### src/rtl/bullet_pool.sv
// Per-tank bullet pool: allocates slots on fire with a cooldown, moves and
// reflects live bullets once per frame, and retires them on kill, expiry or exit.
module bullet_pool #(
   parameter int NUM_BULLETS = 3,
   parameter int LIFE_FRAMES = 240,
   parameter int COOLDOWN    = 15,
   parameter int SPEED       = 4,
   parameter int SCREEN_W    = 640,
   parameter int SCREEN_H    = 480
) (
   input  logic                        frame_clk,
   input  logic                        Reset,
   input  logic                        fire,
   input  logic [9:0]                  tankX,
   input  logic [9:0]                  tankY,
   input  logic signed [7:0]           sin,
   input  logic signed [7:0]           cos,
   input  logic [NUM_BULLETS-1:0]      wall_top,
   input  logic [NUM_BULLETS-1:0]      wall_bottom,
   input  logic [NUM_BULLETS-1:0]      wall_left,
   input  logic [NUM_BULLETS-1:0]      wall_right,
   input  logic [NUM_BULLETS-1:0]      kill,
   output logic                        fire_ack,
   output logic [NUM_BULLETS-1:0]      is_bullet_active,
   output logic [10*NUM_BULLETS-1:0]   BulletX,
   output logic [10*NUM_BULLETS-1:0]   BulletY,
   output logic [3:0]                  active_count
);

   localparam int CD_W = (COOLDOWN < 1) ? 1 : $clog2(COOLDOWN + 1);

   logic [NUM_BULLETS-1:0] active_r;
   logic [9:0]             x_r    [NUM_BULLETS];
   logic [9:0]             y_r    [NUM_BULLETS];
   logic signed [9:0]      vx_r   [NUM_BULLETS];
   logic signed [9:0]      vy_r   [NUM_BULLETS];
   logic [8:0]             life_r [NUM_BULLETS];
   logic [CD_W-1:0]        cooldown_r;

   logic [NUM_BULLETS-1:0] free;
   logic [NUM_BULLETS-1:0] grant;
   logic                   fire_acc;
   logic signed [9:0]      spawn_vx;
   logic signed [9:0]      spawn_vy;

   logic signed [9:0]      vx_ref  [NUM_BULLETS];
   logic signed [9:0]      vy_ref  [NUM_BULLETS];
   logic signed [10:0]     nx      [NUM_BULLETS];
   logic signed [10:0]     ny      [NUM_BULLETS];
   logic [NUM_BULLETS-1:0] off_scr;

   // Rounded fixed-point scaling of a Q1.7 heading component by SPEED.
   function automatic logic signed [9:0] spawn_vel(input logic signed [7:0] trig);
      int prod;
      prod = (SPEED * int'(trig) + 64) >>> 7;
      return prod[9:0];
   endfunction

   assign free     = ~active_r;
   assign grant    = free & (-free);
   assign fire_acc = fire && (cooldown_r == '0) && (|free);
   assign spawn_vx = spawn_vel(cos);
   assign spawn_vy = spawn_vel(sin);

   always_comb begin
      for (int i = 0; i < NUM_BULLETS; i++) begin
         vx_ref[i]  = (wall_left[i] || wall_right[i])  ? -vx_r[i] : vx_r[i];
         vy_ref[i]  = (wall_top[i]  || wall_bottom[i]) ? -vy_r[i] : vy_r[i];
         nx[i]      = $signed({1'b0, x_r[i]}) + $signed({vx_ref[i][9], vx_ref[i]});
         ny[i]      = $signed({1'b0, y_r[i]}) + $signed({vy_ref[i][9], vy_ref[i]});
         off_scr[i] = nx[i][10] || ny[i][10] ||
                      (int'(nx[i]) > SCREEN_W - 1) || (int'(ny[i]) > SCREEN_H - 1);
      end
   end

   // Frame-edge state update: spawn has priority over kill/expiry/move.
   always_ff @(posedge frame_clk or posedge Reset) begin
      if (Reset) begin
         active_r   <= '0;
         cooldown_r <= '0;
         fire_ack   <= 1'b0;
         for (int i = 0; i < NUM_BULLETS; i++) begin
            x_r[i]    <= '0;
            y_r[i]    <= '0;
            vx_r[i]   <= '0;
            vy_r[i]   <= '0;
            life_r[i] <= '0;
         end
      end else begin
         fire_ack <= fire_acc;
         if (fire_acc)
            cooldown_r <= CD_W'(COOLDOWN);
         else if (cooldown_r != '0)
            cooldown_r <= cooldown_r - 1'b1;

         for (int i = 0; i < NUM_BULLETS; i++) begin
            if (fire_acc && grant[i]) begin
               active_r[i] <= 1'b1;
               x_r[i]      <= tankX;
               y_r[i]      <= tankY;
               vx_r[i]     <= spawn_vx;
               vy_r[i]     <= spawn_vy;
               life_r[i]   <= 9'(LIFE_FRAMES);
            end else if (active_r[i]) begin
               if (kill[i]) begin
                  active_r[i] <= 1'b0;
               end else if (life_r[i] == 9'd1) begin
                  active_r[i] <= 1'b0;
               end else begin
                  vx_r[i]   <= vx_ref[i];
                  vy_r[i]   <= vy_ref[i];
                  life_r[i] <= life_r[i] - 1'b1;
                  if (off_scr[i]) begin
                     active_r[i] <= 1'b0;
                  end else begin
                     x_r[i] <= nx[i][9:0];
                     y_r[i] <= ny[i][9:0];
                  end
               end
            end
         end
      end
   end

   always_comb begin
      active_count     = '0;
      is_bullet_active = active_r;
      BulletX          = '0;
      BulletY          = '0;
      for (int i = 0; i < NUM_BULLETS; i++) begin
         active_count         = active_count + 4'(active_r[i]);
         BulletX[10*i +: 10]  = x_r[i];
         BulletY[10*i +: 10]  = y_r[i];
      end
   end

endmodule

### config.mk
export PLATFORM = sky130hd
export DESIGN_NAME = bullet_pool
export DESIGN_NICKNAME = d
export VERILOG_FILES = /design/src/rtl/bullet_pool.sv
export SDC_FILE = /design/constraint.sdc
export NUM_CORES = 1
export LEC_CHECK = 0
export BUFFER_PORTS_ARGS = -buffer_cell sky130_fd_sc_hd__buf_2
export CAP_MARGIN = 10
export CORE_MARGIN = 2
export CORE_UTILIZATION = 55
export CTS_BUF_LIST = sky130_fd_sc_hd__clkbuf_8
export CTS_CLUSTER_SIZE = 24
export DETAILED_ROUTE_END_ITERATION = 7
export PLACE_DENSITY = 0.75
export SLEW_MARGIN = 40
export SYNTH_ARGS = -nofsm -noshare
export SYNTH_HDL_FRONTEND = slang
export SYNTH_SLANG_ARGS = --single-unit
### constraint.sdc
create_clock -name frame_clk -period 6.4 [get_ports frame_clk]
set_input_delay 0.32 -clock frame_clk [delete_from_list [all_inputs] [get_ports frame_clk]]
set_output_delay 0.32 -clock frame_clk [all_outputs]
set_load 0.1 [all_outputs]
==> results.toml <==
[outcome]
status = "complete, no violations"

[finish]
drive_gt1_share_pct = 13.6
final_net_count = 1589
stdcell_count = 1737
antennaDiodeCount = 0
area_growth_pct = 10.7
final_common_cell = "dfrtp_1"
fin_area_mm2 = 0.0129
final_cell_mix = "155 x dfrtp_1, 128 x nand2_1, 120 x nor2_1"

[floorplanning]
ios = 122
die_w_um = 150
coreArea_mm2 = 0.0210
die-area_mm2 = 0.0224
num_rows = 53
die_h_um = 150
start_util_pct = 55.8

[setup_path]
arrival_ns = 4.87
crit_family = "simple AND/OR/NAND/NOR gates"
crit_required_ns = 6.76
timing.critical_path.buf_inv = 2
path_cells = "or4_1 > nor3_1 > a21oi_1 > xnor2_2 > inv_1 > ha_1 > inv_1 > and3_1 > and3_1 > or4_1 > or3_2 > o21a_1 > o31a_1"
cpMaxStageDelayCell = "or3_2"
timing.rr.start = "vy_r[24]"
cp-start-kind = "register"
cp-end-kind = "register"
path_class = "register to register"
cpPeakStageDelay_ns = 0.77
critPathLaunch = "vy_r[24]"
cp_max_fo = 29

[global_routing]
overflow = 0
grt_use_total_pct = 30.2
grt_pass1_wl_um = 53000
antenna_found_initial = 0
first_global_vias = 10000
grt_max_degree = 108

[yosys]
synth_compound_area_share_pct = 20.0
synth_seq_cells = 155
syn_area_per_cell_um2 = 8.64
synth_warnings = 0
synth_area_mm2 = 0.0117
synthCells = 1354
synth_mux_area_share_pct = 1.20
yosysTopAreaCell = "dfrtp_1"
synthAdderAreaFrac_pct = 9.65
synth_xor_area_share_pct = 11.1
synth_top_family_by_area = "simple AND/OR/NAND/NOR gates"
synthDominantCellAreaShare_pct = 33.2
async_reset_ff_share_pct = 100
synth-simple-area-share_pct = 20.9
synth_edf_count = 0
ys.flop_type = "dfrtp_1"
synthTopCellsByArea = "dfrtp_1 33%, ha_1 8.5%, xor2_1 5.9%"
ys_types = 74
yosysSeqAreaShare_pct = 33.2

[clocking]
cts_tree = "yes"
cts.repair.resized = 0
clock_latency_ns = 0.48
cts_buffer_depth = 2
clkTransAtPathRegs_ns = 0.08
cts_sinks = 155
cts_buffers = 17
cts_max_level = 4
cts_root_buffer = "clkbuf_8"

[routing]
drc = 0
routedWlPerCell_um = 19.4
drt_pass1_iterations = 5
ant_nets = 0
drt_iter0_drc = 983
viasPerCell = 6.20
vias = 10800
wl_um = 33600

[timing]
rsz0062_at_grt = "no"
finalSetupViolCount = 0
slew_viol_final = 0
setup_tns_ns = 0
clock.fmax_mhz = 222
max-slew-margin-rel_pct = 45.4
min_period_ns = 4.51
tightestPinTransition_ns = 0.818
period_share_pct = 70.5
fin_ws_ns = 1.89
hold_viol = 0
fin_skew_ns = 0.0133

[placement]
placed_cells = 1703
gp_congestion = 0.939
dp_hpwl_um = 24100
port_buffers = 111
post_dp_cell_area_mm2 = 0.0125
pre_cts_ws_ns = 1.74

[run]
max-cap-violations = 0

[worst_hold_path]
min-delay-start = "tankX[1]"
min_path_type = "primary input to register"

[power]
p_leak_nw = 5.84
fin_total_pwr_w = 0.00610
power.density_mw_per_mm2 = 471
ir_worst_vdd_v = 0.000253
[tightest hold or removal path, stage by stage]
cell and delay [ns]:
buf_2 0.13, nand2_1 0.06, o31ai_1 0.06
[final timing paths]
kind,endpoint,slack (ns),depth (start not counted)
setup / recovery,BulletX[3],1.89,13
hold / removal,BulletX[11],0.13,3
setup reg to reg,BulletX[3],1.89,13
hold reg to reg,cooldown_r[0],0.51,1
max in group asynchronous,BulletY[9],4.82,4
min in group asynchronous,life_r[14],0.44,3
[where the power goes]
group | total, W | internal [W] | switching [W] | leakage, nW
Combinational | 0.00382 | 0.00140 | 0.00242 | 3.73
Clock | 0.000768 | 0.000358 | 0.000410 | 0.197
Sequential | 0.00151 | 0.00121 | 0.000298 | 1.91
Total | 0.00610 | 0.00297 | 0.00313 | 5.84
[cell type report]
type / count / area (um^2)
repair buffers: 127 / 686
well taps: 275 / 344
inverters: 65 / 256
fillers: 1873 / 8010
multi-input cells: 1083 / 7390
flip-flops and latches: 155 / 3880
clock buffers: 18 / 248
clock inverters: 14 / 145
[Yosys cell counts, types with 27 or more instances]
master and instances:
xnor2_1 63, xor2_1 79, and2_1 29, ha_1 79
nand2_1 128, clkbuf_1 43, nor2_1 121, nor3_1 44
a21oi_1 86, o211ai_1 27, dfrtp_1 155, inv_1 65
o21ai_0 61, nand3_1 43
[cell families after synthesis]
family          Yosys count
flops                   155
mux                      14
simple gates            492
xor+xnor                145
other cells               1
buf+inv                 117
fa+ha+maj                86
compound gates          344
[routing by layer]
metal | global-route usage, % | part of all wire (%) | wire length, um
met5 | 0 | 0 | 0
met4 | 11.5 | 3.3 | 1100
met3 | 4.97 | 8.5 | 2870
met2 | 46.8 | 46 | 15400
met1 | 42.4 | 42 | 14300
[metrics by stage]
stage / utilization (%) / hold slack (ns)
after global placement: 59.7 / 0.490
after global routing: 61.8 / 0.138
after floorplan: - / 0.435
after CTS: 61.6 / 0.0270
after detailed placement: 59.7 / 0.497
final: 61.8 / 0.129
[what timing repair did]
item,4_1_cts,5_1_grt
hold buffers,0,1
buffers inserted,0,0
endpoints found under the hold margin,0,86
[sequential cells by signal, indices dropped and copies added (netlist names)]
register,count
BulletX,30
BulletY,30
vx_r,30
vy_r,30
life_r,27
cooldown_r,4
is_bullet_active,3
fire_ack,1
(Power assumes the default switching activity.)
